===== src/rtl/alu_arbiter_if.sv =====
// Requester handshakes (two ports) plus the ALU-side bus for alu_arbiter.
// slave is the arbiter's view; master is the view of the requesters and the ALU together.
interface alu_arbiter_if #(
  parameter int WIDTH = 32
);
  logic             req0Valid;
  logic             req0Ready;
  logic [3:0]       req0Op;
  logic [WIDTH-1:0] req0A;
  logic [WIDTH-1:0] req0B;
  logic             rsp0Valid;
  logic             rsp0Ready;
  logic [WIDTH-1:0] rsp0Result;
  logic             rsp0Zero;
  logic             rsp0Err;

  logic             req1Valid;
  logic             req1Ready;
  logic [3:0]       req1Op;
  logic [WIDTH-1:0] req1A;
  logic [WIDTH-1:0] req1B;
  logic             rsp1Valid;
  logic             rsp1Ready;
  logic [WIDTH-1:0] rsp1Result;
  logic             rsp1Zero;
  logic             rsp1Err;

  logic [WIDTH-1:0] aluInput1;
  logic [WIDTH-1:0] aluInput2;
  logic [3:0]       aluControl;
  logic [WIDTH-1:0] aluResult;
  logic             aluZero;

  modport slave (
    input  req0Valid, req0Op, req0A, req0B, rsp0Ready,
    input  req1Valid, req1Op, req1A, req1B, rsp1Ready,
    input  aluResult, aluZero,
    output req0Ready, rsp0Valid, rsp0Result, rsp0Zero, rsp0Err,
    output req1Ready, rsp1Valid, rsp1Result, rsp1Zero, rsp1Err,
    output aluInput1, aluInput2, aluControl
  );

  modport master (
    output req0Valid, req0Op, req0A, req0B, rsp0Ready,
    output req1Valid, req1Op, req1A, req1B, rsp1Ready,
    output aluResult, aluZero,
    input  req0Ready, rsp0Valid, rsp0Result, rsp0Zero, rsp0Err,
    input  req1Ready, rsp1Valid, rsp1Result, rsp1Zero, rsp1Err,
    input  aluInput1, aluInput2, aluControl
  );
endinterface


===== src/rtl/alu_arbiter.sv =====
// Round-robin sharing of one multi-cycle ALU between two requesters; one transaction in flight,
// IDLE accept -> EXEC for ALU_LATENCY cycles -> RESP until the owner consumes the response.
module alu_arbiter #(
  parameter int WIDTH       = 32,
  parameter int ALU_LATENCY = 1
) (
  input  logic         clock,
  input  logic         resetN,
  alu_arbiter_if.slave bus
);

  typedef enum logic [1:0] {
    IDLE = 2'd0,
    EXEC = 2'd1,
    RESP = 2'd2
  } stateT;

  stateT            state;
  stateT            stateNext;

  logic             armed;
  logic             prioPtr;
  logic             owner;
  logic [3:0]       latCnt;
  logic [3:0]       opReg;
  logic [WIDTH-1:0] aReg;
  logic [WIDTH-1:0] bReg;
  logic [WIDTH-1:0] resultReg;
  logic             zeroReg;
  logic             errReg;

  logic             grant0;
  logic             grant1;
  logic             accept;
  logic             winLegal;
  logic             lastExec;
  logic             ownerReady;
  logic [3:0]       winOp;
  logic [WIDTH-1:0] winA;
  logic [WIDTH-1:0] winB;

  function automatic logic isLegal(input logic [3:0] op);
    case (op)
      4'b0010, 4'b0110, 4'b0001, 4'b0000, 4'b0100: isLegal = 1'b1;
      default:                                      isLegal = 1'b0;
    endcase
  endfunction

  // armed keeps both readies low until the first edge after reset release.
  always_comb begin
    // NOTE: every signal gets a default before the branches, so no path leaves it unassigned and no latch is inferred.
    grant0 = 1'b0;
    grant1 = 1'b0;
    if (state == IDLE && armed) begin
      if (bus.req0Valid && (!bus.req1Valid || !prioPtr)) begin
        grant0 = 1'b1;
      end else if (bus.req1Valid) begin
        grant1 = 1'b1;
      end
    end
  end

  assign accept     = grant0 | grant1;
  assign winOp      = grant1 ? bus.req1Op : bus.req0Op;
  assign winA       = grant1 ? bus.req1A  : bus.req0A;
  assign winB       = grant1 ? bus.req1B  : bus.req0B;
  assign winLegal   = isLegal(winOp);
  assign lastExec   = (latCnt == 4'(ALU_LATENCY - 1));
  assign ownerReady = owner ? bus.rsp1Ready : bus.rsp0Ready;

  always_ff @(posedge clock or negedge resetN) begin
    if (!resetN) begin
      state <= IDLE;
    end else begin
      state <= stateNext;
    end
  end

  always_comb begin
    stateNext = state;
    case (state)
      IDLE: begin
        if (accept) begin
          stateNext = winLegal ? EXEC : RESP;
        end
      end
      EXEC: begin
        if (lastExec) begin
          stateNext = RESP;
        end
      end
      RESP: begin
        if (ownerReady) begin
          stateNext = IDLE;
        end
      end
      default: stateNext = IDLE;
    endcase
  end

  // Illegal opcodes never reach opReg, so the ALU keeps seeing its last legal command.
  always_ff @(posedge clock or negedge resetN) begin
    // NOTE: datapath registers are reset too, because every output must read 0 while reset is held.
    if (!resetN) begin
      armed     <= 1'b0;
      prioPtr   <= 1'b0;
      owner     <= 1'b0;
      latCnt    <= '0;
      opReg     <= '0;
      aReg      <= '0;
      bReg      <= '0;
      resultReg <= '0;
      zeroReg   <= 1'b0;
      errReg    <= 1'b0;
    end else begin
      // NOTE: non-blocking assignments so every register samples pre-edge values regardless of statement order.
      armed <= 1'b1;
      if (accept) begin
        owner   <= grant1;
        prioPtr <= ~grant1;
        if (winLegal) begin
          opReg  <= winOp;
          aReg   <= winA;
          bReg   <= winB;
          errReg <= 1'b0;
        end else begin
          resultReg <= '0;
          zeroReg   <= 1'b0;
          errReg    <= 1'b1;
        end
      end
      if (state == EXEC) begin
        if (lastExec) begin
          latCnt    <= '0;
          resultReg <= bus.aluResult;
          zeroReg   <= bus.aluZero;
        end else begin
          latCnt <= latCnt + 4'd1;
        end
      end
    end
  end

  assign bus.req0Ready  = grant0;
  assign bus.req1Ready  = grant1;
  assign bus.rsp0Valid  = (state == RESP) && !owner;
  assign bus.rsp1Valid  = (state == RESP) &&  owner;
  assign bus.rsp0Result = resultReg;
  assign bus.rsp1Result = resultReg;
  assign bus.rsp0Zero   = zeroReg;
  assign bus.rsp1Zero   = zeroReg;
  assign bus.rsp0Err    = errReg;
  assign bus.rsp1Err    = errReg;
  assign bus.aluInput1  = aReg;
  assign bus.aluInput2  = bReg;
  assign bus.aluControl = opReg;

endmodule


===== src/flat_wrapper.sv =====
// flat-port wrapper written by rule: the top's interface ports become plain ports
module alu_arbiter_flat 
#(
  parameter int WIDTH       = 32,
  parameter int ALU_LATENCY = 1
)
  (clock, resetN, bus_req0Valid, bus_req0Op, bus_req0A, bus_req0B, bus_rsp0Ready, bus_req1Valid, bus_req1Op, bus_req1A, bus_req1B, bus_rsp1Ready, bus_aluResult, bus_aluZero, bus_req0Ready, bus_rsp0Valid, bus_rsp0Result, bus_rsp0Zero, bus_rsp0Err, bus_req1Ready, bus_rsp1Valid, bus_rsp1Result, bus_rsp1Zero, bus_rsp1Err, bus_aluInput1, bus_aluInput2, bus_aluControl);
  alu_arbiter_if #(.WIDTH(WIDTH)) bus_i ();
  input  logic clock;
  input  logic resetN;
  input wire logic [$bits(bus_i.req0Valid)-1:0] bus_req0Valid;
  input wire logic [$bits(bus_i.req0Op)-1:0] bus_req0Op;
  input wire logic [$bits(bus_i.req0A)-1:0] bus_req0A;
  input wire logic [$bits(bus_i.req0B)-1:0] bus_req0B;
  input wire logic [$bits(bus_i.rsp0Ready)-1:0] bus_rsp0Ready;
  input wire logic [$bits(bus_i.req1Valid)-1:0] bus_req1Valid;
  input wire logic [$bits(bus_i.req1Op)-1:0] bus_req1Op;
  input wire logic [$bits(bus_i.req1A)-1:0] bus_req1A;
  input wire logic [$bits(bus_i.req1B)-1:0] bus_req1B;
  input wire logic [$bits(bus_i.rsp1Ready)-1:0] bus_rsp1Ready;
  input wire logic [$bits(bus_i.aluResult)-1:0] bus_aluResult;
  input wire logic [$bits(bus_i.aluZero)-1:0] bus_aluZero;
  output wire logic [$bits(bus_i.req0Ready)-1:0] bus_req0Ready;
  output wire logic [$bits(bus_i.rsp0Valid)-1:0] bus_rsp0Valid;
  output wire logic [$bits(bus_i.rsp0Result)-1:0] bus_rsp0Result;
  output wire logic [$bits(bus_i.rsp0Zero)-1:0] bus_rsp0Zero;
  output wire logic [$bits(bus_i.rsp0Err)-1:0] bus_rsp0Err;
  output wire logic [$bits(bus_i.req1Ready)-1:0] bus_req1Ready;
  output wire logic [$bits(bus_i.rsp1Valid)-1:0] bus_rsp1Valid;
  output wire logic [$bits(bus_i.rsp1Result)-1:0] bus_rsp1Result;
  output wire logic [$bits(bus_i.rsp1Zero)-1:0] bus_rsp1Zero;
  output wire logic [$bits(bus_i.rsp1Err)-1:0] bus_rsp1Err;
  output wire logic [$bits(bus_i.aluInput1)-1:0] bus_aluInput1;
  output wire logic [$bits(bus_i.aluInput2)-1:0] bus_aluInput2;
  output wire logic [$bits(bus_i.aluControl)-1:0] bus_aluControl;
  assign bus_i.req0Valid = bus_req0Valid;
  assign bus_i.req0Op = bus_req0Op;
  assign bus_i.req0A = bus_req0A;
  assign bus_i.req0B = bus_req0B;
  assign bus_i.rsp0Ready = bus_rsp0Ready;
  assign bus_i.req1Valid = bus_req1Valid;
  assign bus_i.req1Op = bus_req1Op;
  assign bus_i.req1A = bus_req1A;
  assign bus_i.req1B = bus_req1B;
  assign bus_i.rsp1Ready = bus_rsp1Ready;
  assign bus_i.aluResult = bus_aluResult;
  assign bus_i.aluZero = bus_aluZero;
  assign bus_req0Ready = bus_i.req0Ready;
  assign bus_rsp0Valid = bus_i.rsp0Valid;
  assign bus_rsp0Result = bus_i.rsp0Result;
  assign bus_rsp0Zero = bus_i.rsp0Zero;
  assign bus_rsp0Err = bus_i.rsp0Err;
  assign bus_req1Ready = bus_i.req1Ready;
  assign bus_rsp1Valid = bus_i.rsp1Valid;
  assign bus_rsp1Result = bus_i.rsp1Result;
  assign bus_rsp1Zero = bus_i.rsp1Zero;
  assign bus_rsp1Err = bus_i.rsp1Err;
  assign bus_aluInput1 = bus_i.aluInput1;
  assign bus_aluInput2 = bus_i.aluInput2;
  assign bus_aluControl = bus_i.aluControl;
  alu_arbiter #(.WIDTH(WIDTH), .ALU_LATENCY(ALU_LATENCY)) u_core (.clock(clock), .resetN(resetN), .bus(bus_i));
endmodule

===== config.mk =====
export PLATFORM = sky130hd
export DESIGN_NAME = alu_arbiter_flat
export DESIGN_NICKNAME = d
export VERILOG_FILES = /design/src/rtl/alu_arbiter_if.sv /design/src/rtl/alu_arbiter.sv /design/src/flat_wrapper.sv
export SDC_FILE = /design/constraint.sdc
export NUM_CORES = 1
export LEC_CHECK = 0
export ABC_AREA = 1
export BUFFER_PORTS_ARGS = -buffer_cell sky130_fd_sc_hd__clkbuf_2
export CAP_MARGIN = 20
export CORE_ASPECT_RATIO = 1.4
export CORE_MARGIN = 5
export CORE_UTILIZATION = 45
export CTS_CLUSTER_DIAMETER = 80
export CTS_CLUSTER_SIZE = 24
export DETAILED_ROUTE_END_ITERATION = 8
export GPL_TIMING_DRIVEN = 0
export PLACE_DENSITY = 0.8
export SLEW_MARGIN = 25
export SYNTH_ARGS = -nofsm -noshare
export SYNTH_HDL_FRONTEND = slang
export SYNTH_SLANG_ARGS = --single-unit
export TNS_END_PERCENT = 1

===== constraint.sdc =====
create_clock -name clock -period 1.86 [get_ports clock]
set_input_delay 0.093 -clock clock [delete_from_list [all_inputs] [get_ports clock]]
set_output_delay 0.093 -clock clock [all_outputs]
set_load 0.02 [all_outputs]

==> metrics.csv <==
metric;value;unit
run_status;completed;
p_comb_share;54.0;%
antenna_found_initial;0;
synthXorXnorAreaFrac;0.2953;%
hold_path_end;u_core.bus.aluInput2[29];
clkPwrFrac;14.0;%
cts_tree;done;
muxShareOfSynthArea;0;%
fillCellCount;1122;
dr.first_iter.drc_count;233;
sequentialPowerShare;31.9;%
ant_nets;0;
cap_violations;0;
cts_buffers;9;
syn-num-nets;1011;
clock-skew-final;10.61;ps
hold_class;in2reg;
cts_buffer_depth;2;
chipWidth;107.0;um
area_delta_synth_final;47.42;%
syn-cell-area;5932;um^2
htreeDepth;3;
ys_warn_count;0;
grt_pass1_vias;6085;
dp_hpwl;14670;um
drt-vias-per-instance;4.707;
final_area;8745;um^2
num_rows;49;
core_area;12870;um^2
num_vias;6397;
layout.nets;1378;
slew_headroom;62.88;%
switching_power;0.006359;W
cpPeakStageDelay;410;ps
rr_endpoint;u_core.bus.aluInput2[10];
irDropWorstVdd;0.0007859;V
whs_path_depth;5;
p_total;0.01371;W
cts_root_buffer;clkbuf_16;
place_congestion;0.8789;
final_common_cell;nand2_1;
post-route-min-period;1828;ps
dr.pass1.iters;4;
avgSynthCellArea;7.113;um^2
holdWs;80.48;ps
crit_slowest_cell;dfrtp_1;
ys_types;25;
synth-compound-area-share;0.7804;%
diodes;0;
critical_path_class;reg2reg;
netlist_instances;834;
initial_utilization;46.07;%
cts_num_sinks;111;
place_area;7731;um^2
ys_seq_area_share;46.83;%
finalMaxSlewViolations;0;
gr-total-overflow;0;
cts.clk_slew.worst_paths;80;ps
p_int;0.007346;W
final_cell_mix;415 x nand2_1, 328 x clkbuf_2, 111 x dfrtp_1, 67 x nand4_1, 49 x inv_1;
ys_ff_latch;111;
timing.fmax;0.5471;GHz
portBuffers;314;
p_per_area;1567;nW/um^2
worst_setup_path_start_kind;flip-flop;
path_max_fanout;10;
finalHoldViolations;0;
setup_viol;0;
drc_errors;0;
path_buf_inv;4;
synthAdderAreaFrac;0.4219;%
critPathTopFamily;simple AND/OR/NAND/NOR gates;
rsz0062_at_grt;yes;
grt_util_all_layers;23.75;%
min_period_over_period;98.27;%
sw_frac_of_total;46.40;%
path_common_cell;nand2_4;
yosys.area_share.simple;39.65;%
final_util;67.92;%
dieArea;15610;um^2
p_leak;5.344;nW
clock_latency;340;ps
grt_pass1_wl;29770;um
synth_top_family_by_area;simple AND/OR/NAND/NOR gates;
io_pins;315;
wire_per_inst;14.37;um
die_y;145.9;um
worst_r2r_path_depth;12;
wl;19540;um
r2r-start;u_core.state[1];
drive_above_1_share;38.47;%
cp.required;2090;ps
min_from;bus_req1B[29];
path_cells;inv_2 -> nand2_4 -> nor2_4 -> nand2_4 -> inv_6 -> nand2_4 -> nand2_4 -> nand2_8 -> buf_6 -> buf_4 -> nand4_1 -> nand2_2;
crit_arrival;2060;ps
grt_max_degree;73;
end_kind;flip-flop;
reg2reg_slack;30;ps
tightest_slew;556.8;ps
==> synthesized netlist by cell type <==
cell type / count / share of area [%]
conb_1: 1 / 0.063
o21ai_0: 4 / 0.34
nor2_1: 40 / 2.5
nor2_4: 1 / 0.19
nand2_1: 449 / 28
buf_6: 2 / 0.38
a21oi_2: 1 / 0.15
nand3b_1: 2 / 0.25
buf_1: 7 / 0.44
nand4_1: 67 / 7.1
nand2_2: 4 / 0.42
xor2_1: 1 / 0.15
dfrtp_1: 111 / 47
nand3_2: 1 / 0.17
inv_2: 4 / 0.25
buf_4: 37 / 4.7
clkbuf_1: 16 / 1.0
nand2_4: 1 / 0.19
ha_1: 2 / 0.42
buf_2: 24 / 2.0
a21oi_1: 2 / 0.17
inv_1: 50 / 3.2
xnor2_1: 1 / 0.15
nand3_1: 5 / 0.42
a21boi_0: 1 / 0.13
==> per-layer routing <==
layer / global-route usage (%) / part of all wire [%] / vias to the layer above
met3: 5.814 / 6.8 / 46
met5: 0 / 0 / -
met2: 42.36 / 52 / 239
li1: - / - / 3275
met4: 9.917 / 3.6 / 0
met1: 26.59 / 38 / 2837
==> stage by stage <==
| stage | setup TNS, ps | setup WS (ps) | cells |
|---|---|---|---|
| CTS | -101.8 | -21.79 | 1354 |
| global placement | -108040 | -926.4 | 1301 |
| detailed placement | -7078 | -136.7 | 1302 |
| finish | 0 | 32.14 | 1359 |
| global route | -4587 | -99.57 | 1359 |
| floorplan | 0 | 278.9 | 834 |
==> worst min-delay path: cells and delay by family <==
| kind | cells | cell delay (ps) |
|---|---|---|
| buffers and inverters | 1 | 80 |
| and+or+nand+nor | 4 | 220 |
==> flip-flops by register name (all words and copies together), names as in the netlist <==
| signal | cells |
|---|---|
| u_core.prioPtr | 1 |
| u_core.bus.rsp0Result | 32 |
| u_core.state | 2 |
| u_core.armed | 1 |
| u_core.bus.aluInput2 | 32 |
| u_core.latCnt | 4 |
| u_core.bus.rsp0Err | 1 |
| u_core.owner | 1 |
| u_core.bus.aluInput1 | 32 |
| u_core.bus.rsp0Zero | 1 |
| u_core.bus.aluControl | 4 |
==> worst max path at each step <==
stage / cells after the start / slack (ps) / from / end
6_report: 12 / 30 / u_core.state[1] / u_core.bus.aluInput2[10]
5_1_grt: 12 / -100 / u_core.state[1] / u_core.bus.aluInput2[10]
4_1_cts: 12 / -20 / u_core.state[1] / u_core.bus.aluInput2[8]
3_5_place_dp: 13 / -140 / u_core.state[1] / u_core.bus.aluInput2[8]
3_3_place_gp: 1 / -930 / resetN / u_core.bus.aluInput2[3]
2_1_floorplan: 12 / 280 / u_core.state[1] / u_core.bus.aluInput1[26]
==> repair_timing <==
item	4_1_cts	5_1_grt
pin swaps	2	10
hold buffers	34	0
gates resized for setup	30	82
buffers inserted	2	3
endpoints found under the setup margin	93	100
hold endpoints to repair	72	0
cloned	0	2
==> cell families (layout without fill, tap and decap cells) <==
| family | after synthesis | count (layout) |
|---|---|---|
| fa+ha+maj | 2 | 2 |
| flops | 111 | 111 |
| simple gates | 570 | 570 |
| xor+xnor | 2 | 2 |
| other cells | 1 | 1 |
| compound gates | 8 | 8 |
| buf+inv | 140 | 512 |
==> final cells by class <==
class / instances / area (um^2) / share of cell area [%]
Buffer: 86 / 623.1 / 7.125
Clock buffer: 11 / 232.7 / 2.661
Clock inverter: 5 / 56.30 / 0.6439
Inverter: 54 / 212.7 / 2.432
Multi-Input combinational cell: 583 / 2600 / 29.73
Sequential cell: 111 / 2778 / 31.76
Tap cell: 153 / 191.4 / 2.189
Timing Repair Buffer: 356 / 2051 / 23.45
==> power groups by stage <==
stage,Clock [W],Combinational [W],Sequential [W]
finish,0.00192,0.00740,0.00438
global route,0.00206,0.00804,0.00454
CTS,0.00197,0.00715,0.00434
detailed placement,0,0.00699,0.00437
global placement,0,0.00687,0.00433
floorplan,0,0.00315,0.00563
Power figures use the tool's default switching activity.
